## config.mk

```make
export PLATFORM = sky130hd
export DESIGN_NAME = monopulse_sequencer
export DESIGN_NICKNAME = d
export VERILOG_FILES = /design/src/rtl/monopulse_pkg.sv /design/src/rtl/monopulse_sequencer.sv
export SDC_FILE = /design/constraint.sdc
export NUM_CORES = 1
export LEC_CHECK = 0
export ABC_AREA = 1
export CAP_MARGIN = 20
export CORE_AREA = 2 2 162 164
export DETAILED_ROUTE_END_ITERATION = 7
export DIE_AREA = 0 0 164 166
export DONT_BUFFER_PORTS = 1
export PLACE_DENSITY_LB_ADDON = 0.3
export SLEW_MARGIN = 25
export SYNTH_ARGS = -nofsm -noshare
export SYNTH_HDL_FRONTEND = slang
export SYNTH_SLANG_ARGS = --single-unit
```

## constraint.sdc

```tcl
create_clock -name i_clock -period 2.5 [get_ports i_clock]
set_input_delay 0.25 -clock i_clock [delete_from_list [all_inputs] [get_ports i_clock]]
set_output_delay 0.25 -clock i_clock [all_outputs]
set_load 0.03 [all_outputs]
```

## src/rtl/monopulse_pkg.sv

```systemverilog
// Shared defaults and FSM state encoding for the monopulse sample sequencer.
package monopulse_pkg;

    localparam int MONO_DATA_SIZE   = 64;
    localparam int MONO_ADDR_WIDTH  = 10;
    localparam int MONO_MEM_LATENCY = 2;

    typedef enum logic [2:0] {
        S_IDLE     = 3'd0,
        S_READ     = 3'd1,
        S_WAIT_MEM = 3'd2,
        S_ISSUE    = 3'd3,
        S_WAIT_DIV = 3'd4,
        S_DONE     = 3'd5
    } mono_state_t;

endpackage

```

## src/rtl/monopulse_sequencer.sv

```systemverilog
// Walks N sample pairs out of memory, feeds each to the monopulse divider and reports results.
// Optional MONOPULSE_ZERO_GUARD_EN: zero references bypass the divider and yield relation 0.
module monopulse_sequencer
    import monopulse_pkg::*;
#(
    parameter int DATA_SIZE   = MONO_DATA_SIZE,
    parameter int ADDR_WIDTH  = MONO_ADDR_WIDTH,
    parameter int MEM_LATENCY = MONO_MEM_LATENCY
) (
    input  logic                  i_clock,
    input  logic                  i_reset,
    input  logic                  i_start,
    input  logic [ADDR_WIDTH-1:0] i_count,
    output logic                  o_mem_en,
    output logic [ADDR_WIDTH-1:0] o_mem_addr,
    input  logic [DATA_SIZE-1:0]  i_mem_reference,
    input  logic [DATA_SIZE-1:0]  i_mem_error,
    output logic                  o_mono_start,
    output logic [DATA_SIZE-1:0]  o_mono_reference,
    output logic [DATA_SIZE-1:0]  o_mono_error,
    input  logic                  i_mono_done,
    input  logic [DATA_SIZE-1:0]  i_mono_relation,
    output logic [DATA_SIZE-1:0]  o_relation,
    output logic                  o_relation_valid,
    output logic                  o_busy,
    output logic                  o_done,
    output logic                  o_zero_ref,
    output logic [2:0]            o_dbg_state
);

    localparam int LAT_W = $clog2(MEM_LATENCY + 1);
    localparam logic [LAT_W-1:0]      LAT_ONE  = LAT_W'(1);
    localparam logic [LAT_W-1:0]      LAT_LAST = LAT_W'(MEM_LATENCY);
    localparam logic [ADDR_WIDTH-1:0] IDX_ONE  = ADDR_WIDTH'(1);

    mono_state_t           r_state;
    logic [ADDR_WIDTH-1:0] r_index;
    logic [ADDR_WIDTH-1:0] r_count;
    logic [ADDR_WIDTH-1:0] r_mem_addr;
    logic [LAT_W-1:0]      r_lat;
    logic                  r_mem_en;
    logic                  r_mono_start;
    logic                  r_relation_valid;
    logic                  r_done;
    logic [DATA_SIZE-1:0]  r_mono_reference;
    logic [DATA_SIZE-1:0]  r_mono_error;
    logic [DATA_SIZE-1:0]  r_relation;
`ifdef MONOPULSE_ZERO_GUARD_EN
    logic                  r_zero_ref;
`endif

    logic                  w_last;
    logic [ADDR_WIDTH-1:0] w_index_next;

    assign w_last       = (r_index == (r_count - IDX_ONE));
    assign w_index_next = r_index + IDX_ONE;

    // All strobes (mem_en, mono_start, relation_valid, done) are single-cycle pulses with
    // no back-pressure; i_mono_done is only listened to while a divide is outstanding.
    always_ff @(posedge i_clock or negedge i_reset) begin
        if (!i_reset) begin
            r_state          <= S_IDLE;
            r_index          <= '0;
            r_count          <= '0;
            r_mem_addr       <= '0;
            r_lat            <= '0;
            r_mem_en         <= 1'b0;
            r_mono_start     <= 1'b0;
            r_relation_valid <= 1'b0;
            r_done           <= 1'b0;
            r_mono_reference <= '0;
            r_mono_error     <= '0;
            r_relation       <= '0;
`ifdef MONOPULSE_ZERO_GUARD_EN
            r_zero_ref       <= 1'b0;
`endif
        end else begin
            r_mem_en         <= 1'b0;
            r_mono_start     <= 1'b0;
            r_relation_valid <= 1'b0;
            r_done           <= 1'b0;
            case (r_state)
                S_IDLE: begin
                    if (i_start) begin
                        r_count <= i_count;
                        r_index <= '0;
`ifdef MONOPULSE_ZERO_GUARD_EN
                        r_zero_ref <= 1'b0;
`endif
                        if (i_count == '0) begin
                            r_state <= S_DONE;
                            r_done  <= 1'b1;
                        end else begin
                            r_state    <= S_READ;
                            r_mem_en   <= 1'b1;
                            r_mem_addr <= '0;
                        end
                    end
                end
                S_READ: begin
                    r_state <= S_WAIT_MEM;
                    r_lat   <= LAT_ONE;
                end
                S_WAIT_MEM: begin
                    // r_lat counts edges since the strobe edge; capture on edge MEM_LATENCY.
                    if (r_lat == LAT_LAST) begin
                        r_lat            <= '0;
                        r_mono_reference <= i_mem_reference;
                        r_mono_error     <= i_mem_error;
`ifdef MONOPULSE_ZERO_GUARD_EN
                        if (i_mem_reference == '0) begin
                            r_relation       <= '0;
                            r_relation_valid <= 1'b1;
                            r_zero_ref       <= 1'b1;
                            if (w_last) begin
                                r_state <= S_DONE;
                                r_done  <= 1'b1;
                            end else begin
                                r_index    <= w_index_next;
                                r_mem_addr <= w_index_next;
                                r_mem_en   <= 1'b1;
                                r_state    <= S_READ;
                            end
                        end else
`endif
                        begin
                            r_state      <= S_ISSUE;
                            r_mono_start <= 1'b1;
                        end
                    end else begin
                        r_lat <= r_lat + LAT_ONE;
                    end
                end
                S_ISSUE: begin
                    r_state <= S_WAIT_DIV;
                end
                S_WAIT_DIV: begin
                    if (i_mono_done) begin
                        r_relation       <= i_mono_relation;
                        r_relation_valid <= 1'b1;
                        if (w_last) begin
                            r_state <= S_DONE;
                            r_done  <= 1'b1;
                        end else begin
                            r_index    <= w_index_next;
                            r_mem_addr <= w_index_next;
                            r_mem_en   <= 1'b1;
                            r_state    <= S_READ;
                        end
                    end
                end
                S_DONE: begin
                    r_state <= S_IDLE;
                end
                default: begin
                    r_state <= S_IDLE;
                end
            endcase
        end
    end

    assign o_mem_en         = r_mem_en;
    assign o_mem_addr       = r_mem_addr;
    assign o_mono_start     = r_mono_start;
    assign o_mono_reference = r_mono_reference;
    assign o_mono_error     = r_mono_error;
    assign o_relation       = r_relation;
    assign o_relation_valid = r_relation_valid;
    assign o_busy           = (r_state != S_IDLE);
    assign o_done           = r_done;
    assign o_dbg_state      = r_state;
`ifdef MONOPULSE_ZERO_GUARD_EN
    assign o_zero_ref       = r_zero_ref;
`else
    assign o_zero_ref       = 1'b0;
`endif

endmodule

```

==> impl_metrics.py, run 1 <==
metrics = {
    "global_route": {
        "first_global_vias": 8100,
        "grt_pass1_wl_um": 42200,
        "antenna_found_initial": 2,
        "grt_overflow": 0,
        "grt_start_max_net_pins": 232,
        "grt_usage_pct": 19.3,
    },
    "die": {
        "die_w_um": 164,
        "die_h_um": 166,
        "ios": 417,
        "core_area_sq_mm": 0.0256,
        "rows": 59,
        "start_util_pct": 36.7,
        "dieArea_sq_mm": 0.0272,
    },
    "power": {
        "combPwrFrac_pct": 18.0,
        "switchingPower_mw": 7.87,
        "p_per_area_mw_per_mm2": 1330,
        "clkPwrFrac_pct": 22.6,
        "power_mw": 16.8,
        "ir_worst_vdd_v": 0.000917,
        "power_frac_seq_pct": 59.3,
        "p_int_mw": 8.93,
        "p_leak_nw": 6.37,
        "p_sw_share_pct": 46.8,
    },
    "critical_path": {
        "cp.required_ps": 2960,
        "worstPathArrival_ps": 2500,
        "critical_path.max_stage_delay_ps": 440,
        "cp_cell_sequence": "nor2_1 -> inv_2 -> nor2_1 -> nand2_2 -> inv_2 -> buf_12 -> nand2_1 -> nand2_1",
        "cp-start-kind": "flop",
        "path_class": "reg2reg",
        "worstPathMaxFanout": 43,
        "crit_slowest_cell": "inv_2",
        "worst_setup_path_end_kind": "flop",
    },
    "route": {
        "ant_nets": 0,
        "drt-vias-per-instance": 4.82,
        "route.detailed.drc": 0,
        "wl_per_cell_um": 16.3,
        "drt_wl_total_um": 26900,
        "via_count": 7948,
        "dr.pass1.iters": 5,
        "dr.first_iter.drc_count": 589,
    },
    "synth": {
        "synthXorXnorAreaFrac_pct": 0.746,
        "synth_most_common_cell": "nand2_1",
        "synthMuxAreaShare_pct": 0,
        "synth_top_family_by_area": "simple AND/OR/NAND/NOR gates",
        "ys_types": 32,
        "synth_compound_area_share_pct": 1.36,
        "ys.flop_type": "dfrtp_1",
        "ys_warn_count": 0,
        "synth_top_area_cell": "dfrtp_1",
        "seq_area_frac_synth_pct": 61.6,
        "netlist_top_cells_count": "nand2_1 (675), dfrtp_1 (231), inv_1 (30)",
        "syn_area_sq_mm": 0.00939,
        "synth-simple-area-share_pct": 32.1,
        "synthArstFlopShare_pct": 100,
        "synthCells": 1104,
        "avgSynthCellArea_sq_um": 8.51,
        "syn-num-nets": 1312,
        "yosys-top-cells-area": "dfrtp_1 (62%), nand2_1 (27%), nand3_1 (1.3%), inv_1 (1.2%), buf_2 (1.2%)",
        "ys_ff_latch": 231,
        "synth_fa_ha_area_share_pct": 0.266,
        "synth_edf_count": 0,
        "synth_top_area_share_pct": 61.6,
    },
    "finish": {
        "utilization_pct": 49.2,
        "multi_input_area_sq_mm": 0.00325,
        "drive_gt1_share_pct": 5.94,
        "syn2layout_area_growth_pct": 34.2,
        "nFillCells": 2302,
        "seq_area_sq_mm": 0.00578,
        "fin_nets": 1503,
    },
    "clock_tree": {
        "h-tree-depth": 1,
        "cts_sinks": 231,
        "postCtsHoldBufs": 204,
        "cts_buffers": 26,
        "ctsLongestPathBuffers": 3,
        "clk_latency_ps": 520,
        "cts_root_buf": "clkbuf_16",
        "cts_resized": 0,
        "clk_pin_slew_ps": 60,
        "post_cts_buffers": 0,
        "cts_tree": "done",
    },
    "timing": {
        "period_share_pct": 81.4,
        "fin_ws_ps": 466,
        "fin_crit_ps": 2030,
        "holdWs_ps": -570,
        "finalSetupTns_ps": 0,
        "final_max_slew_viol_count": 0,
        "worstMarginPinSlew_ps": 666,
        "setup_viol": 0,
        "max_slew_margin_pct": 55.6,
        "rsz0062_at_grt": "no",
        "fmax_mhz": 492,
        "timing.final.hold_violations": 231,
        "fin_skew_ps": 20.7,
    },
    "status": {
        "status": "finished with violations",
        "violations": "hold timing",
    },
    "flow_run": {
        "max_cap_viol_count": 0,
    },
    "place": {
        "place_ws_ps": 501,
        "io_buffers": 0,
        "place_hpwl_um": 17100,
        "place.gp.congestion": 0.807,
    },
    "worst_hold_path": {
        "hp-class": "in2async",
    },
}
-- layout make-up --
| class | instances | share of cell area, % |
|---|---|---|
| multi-input combinational | 788 | 25.8 |
| inverter | 34 | 1.02 |
| sequential | 231 | 45.9 |
| clock inverter | 10 | 0.893 |
| timing repair buffer | 214 | 17.2 |
| clock buffer | 36 | 5.94 |
| antenna | 1 | 0.0198 |
| tap | 335 | 3.32 |
-- flip-flops by register name, indices dropped and copies added, names as in the netlist --
name              count
o_mono_reference     64
r_lat                 2
o_relation_valid      1
r_count              10
o_mem_en              1
o_mem_addr           10
r_index              10
o_mono_start          1
o_done                1
o_mono_error         64
o_dbg_state           3
o_relation           64
-- metal layers --
metal  vias up  track usage, %  part of all wire, %
met3        89            5.19                  8.7
met4         2            8.12                  4.3
met1      3725            23.3                   38
met5         -               0                0.048
li1       3744               -                    -
met2       388            32.3                   49
-- stage by stage --
step	cell area, sq um	std cells	hold WS [ps]
5_1_grt	12600	1648	-599
4_1_cts	12600	1648	-596
6_report	12600	1649	-570
2_1_floorplan	9390	1104	-45.6
3_5_place_dp	9700	1398	-42.1
3_3_place_gp	9700	1398	-41.4
-- kinds of logic (layout without fill, tap and decap cells) --
logic type      Yosys count  count (layout)
buf+inv                  85             294
fa+ha+maj                 2               2
xor+xnor                  8               8
flops                   231             231
other cells               1               2
simple gates            753             753
compound gates           24              24
-- critical path: cells and delay by family, from the launching register on --
| family | cells | cell delay, ps |
|---|---|---|
| buffers and inverters | 3 | 800 |
| and+or+nand+nor | 5 | 730 |
| DFF | 1 | 400 |
-- path summary, 6_finish.rpt --
path	startpoint	to	slack, ps	cells past startpoint
max	o_dbg_state[1]$_DFFE_PN0P_	o_relation[22]$_DFFE_PN0P_	470	8
min	i_reset	o_mono_reference[19]$_DFFE_PN0P_	-570	0
max reg2reg	o_dbg_state[1]$_DFFE_PN0P_	o_relation[22]$_DFFE_PN0P_	470	8
min reg2reg	r_count[9]$_DFFE_PN0P_	r_count[9]$_DFFE_PN0P_	530	2
max in group asynchronous	i_reset	o_mono_error[61]$_DFFE_PN0P_	2510	0
min in group i_clock	i_count[0]	o_done$_DFF_PN0_	20	3
-- cell usage in the layout, fill, tap and decap left out, drive strengths merged, types with 2 or more instances in the layout --
master,Yosys,routed
clkinvlp,0,2
nor3,4,4
inv,34,34
dlygate4sd3,0,204
nand4,7,7
buf,30,10
nand3,35,35
nor2,26,26
a21oi,6,6
bufinv,0,2
clkinv,0,6
clkbuf,21,36
o21ai,15,15
ha,2,2
nand2,679,679
xor2,5,5
dfrtp,231,231
xnor2,3,3
nor4,2,2
-- power groups by stage --
stage / clock network (mW) / registers (mW) / logic, mW
after floorplan: 0 / 9.50 / 2.21
after global placement: 0 / 9.99 / 2.60
after detailed placement: 0 / 9.96 / 2.73
after CTS: 3.90 / 9.94 / 2.99
after global routing: 4.05 / 10.1 / 3.54
final: 3.80 / 9.96 / 3.03
Note: power is estimated with default switching activity, not from simulation.
==> run 2, diff against run 1 <==
clock period = 1.7 ns   (was 2.5 ns; I/O delays follow)
==> run 2 against run 1 <==
The flow finishes with violations (hold timing, setup timing). Critical path type unchanged. Via count up 2.3%. Hold slack worse by 80 ps. Global-route usage up 0.69 points. Highest routed layer is now met4.
==> impl_metrics.py, run 2 (synthesis gave the netlist of run 1 again) <==
metrics = {
    "timing": {
        "final_max_slew_viol_count": 0,
        "setup_viol": 22,
        "rsz0062_at_grt": "yes",
        "fin_crit_ps": 1770,
        "holdWs_ps": -650,
        "max_slew_margin_pct": 62.3,
        "fin_ws_ps": -72.9,
        "period_share_pct": 104,
        "fin_skew_ps": 9.05,
        "timing.final.hold_violations": 231,
        "fmax_mhz": 564,
        "finalSetupTns_ps": -1060,
        "worstMarginPinSlew_ps": 565,
    },
    "clock_tree": {
        "ctsLongestPathBuffers": 3,
        "cts_sinks": 231,
        "cts_buffers": 25,
        "cts_tree": "done",
        "clk_latency_ps": 520,
        "clk_pin_slew_ps": 60,
        "h-tree-depth": 1,
        "postCtsHoldBufs": 204,
        "cts_root_buf": "clkbuf_16",
    },
    "route": {
        "route.detailed.drc": 0,
        "wl_per_cell_um": 16.7,
        "ant_nets": 0,
        "drt-vias-per-instance": 4.81,
        "dr.first_iter.drc_count": 544,
        "dr.pass1.iters": 5,
        "via_count": 8131,
        "drt_wl_total_um": 28200,
    },
    "die": {
        "rows": 59,
        "die_w_um": 164,
        "die_h_um": 166,
        "start_util_pct": 36.7,
        "dieArea_sq_mm": 0.0272,
        "ios": 417,
        "core_area_sq_mm": 0.0256,
    },
    "finish": {
        "multi_input_area_sq_mm": 0.00336,
        "final_common_cell": "nand2_1",
        "final_cell_mix": "nand2_1 (668), dfrtp_1 (228), dlygate4sd3_1 (204), buf_4 (30), clkbuf_16 (27)",
        "drive_gt1_share_pct": 10.2,
        "seq_area_sq_mm": 0.00578,
        "design_area_sq_mm": 0.0131,
        "nFillCells": 2246,
        "fin_nets": 1540,
        "syn2layout_area_growth_pct": 39.8,
    },
    "critical_path": {
        "worst_setup_path_end_kind": "flop",
        "path_class": "reg2reg",
        "cp-start-kind": "flop",
        "worstPathMaxFanout": 7,
        "worstPathArrival_ps": 2170,
        "cp.required_ps": 2100,
    },
    "global_route": {
        "first_global_vias": 8505,
        "antenna_found_initial": 3,
        "grt_start_max_net_pins": 232,
        "grt_pass1_wl_um": 43700,
        "grt_overflow": 0,
        "grt_usage_pct": 20.0,
    },
    "place": {
        "place.gp.congestion": 0.802,
        "placed_cell_area_sq_mm": 0.0100,
        "place_hpwl_um": 17900,
        "io_buffers": 0,
        "place_ws_ps": -146,
    },
    "power": {
        "power_mw": 25.4,
        "combPwrFrac_pct": 19.9,
        "power_frac_seq_pct": 57.9,
        "ir_worst_vdd_v": 0.00127,
        "switchingPower_mw": 11.8,
        "p_sw_share_pct": 46.6,
        "p_int_mw": 13.6,
        "clkPwrFrac_pct": 22.2,
        "p_leak_nw": 6.62,
        "p_per_area_mw_per_mm2": 1930,
    },
    "status": {
        "status": "finished with violations",
        "violations": "hold timing, setup timing",
    },
    "worst_hold_path": {
        "hp-class": "in2async",
    },
    "flow_run": {
        "max_cap_viol_count": 0,
    },
}
==> run 2: cell types whose count changed in the layout (fill, tap and decap cells not counted), sizes merged, moves of 2 or more <==
cell	before	now
diode	1	3
clkinvlp	2	0
nand2	679	681
inv	34	36
buf	10	43
==> run 2: layout make-up <==
cell class,instances,area share [%]
Clock buffer,34,5.48
Clock inverter,12,1.09
Timing Repair Buffer,249,19.5
Sequential cell,231,44.1
Antenna cell,3,0.0572
Inverter,34,1.01
Tap cell,335,3.19
Multi-Input combinational cell,791,25.6
==> run 2: power by group through the flow <==
stage / clock network (mW) / logic, mW / registers (mW)
after floorplan: 0 / 3.30 / 14.0
after global placement: 0 / 4.22 / 14.7
after detailed placement: 0 / 4.42 / 14.6
after CTS: 5.79 / 4.89 / 14.6
after global routing: 6.04 / 5.85 / 14.9
final: 5.65 / 5.05 / 14.7
==> run 2: per-stage QoR <==
step           hold slack [ps]  util, %  cells
2_1_floorplan             -126        -   1104
3_3_place_gp              -121     39.1   1428
3_5_place_dp              -122     39.1   1428
4_1_cts                   -680     50.7   1683
5_1_grt                   -686     51.3   1689
6_report                  -650     51.3   1689
==> run 2: timing repair <==
action	CTS	global route
pin swaps	12	6
buffers inserted	2	1
cloned	3	2
endpoints found under the setup margin	23	143
gates resized for setup	11	19
hold endpoints to repair	436	231
==> run 2: worst paths after layout <==
| path | startpoint | endpoint | slack (ps) | cells past startpoint |
|---|---|---|---|---|
| worst min-delay path | i_reset | o_mono_reference[5]$_DFFE_PN0P_ | -650 | 0 |
| worst min register to register | r_lat[0]$_DFFE_PN0P_ | r_lat[0]$_DFFE_PN0P_ | 540 | 1 |
| max in group asynchronous | i_reset | r_count[7]$_DFFE_PN0P_ | 1860 | 0 |
| worst max register to register | r_count[1]$_DFFE_PN0P_ | o_mem_addr[1]$_DFFE_PN0P_ | -70 | 9 |
| worst max-delay path | r_count[1]$_DFFE_PN0P_ | o_mem_addr[1]$_DFFE_PN0P_ | -70 | 9 |
| min in group i_clock | i_count[2] | o_done$_DFF_PN0_ | 40 | 5 |
==> run 2: routing by layer <==
metal / part of all wire, % / track usage [%]
met5: 0 / 0
met4: 4.2 / 9.12
met3: 8.6 / 5.97
met2: 48 / 33.4
met1: 39 / 23.5
==> run 2: critical path: stages, from the launching register on <==
cell and delay [ps]:
dfrtp_1 400, inv_2 80, ha_4 190, xnor2_1 110, nor2_1 120, nand3_2 100, nor2_4 190, nand3_4 190
nand4_1 190, nand2_1 70
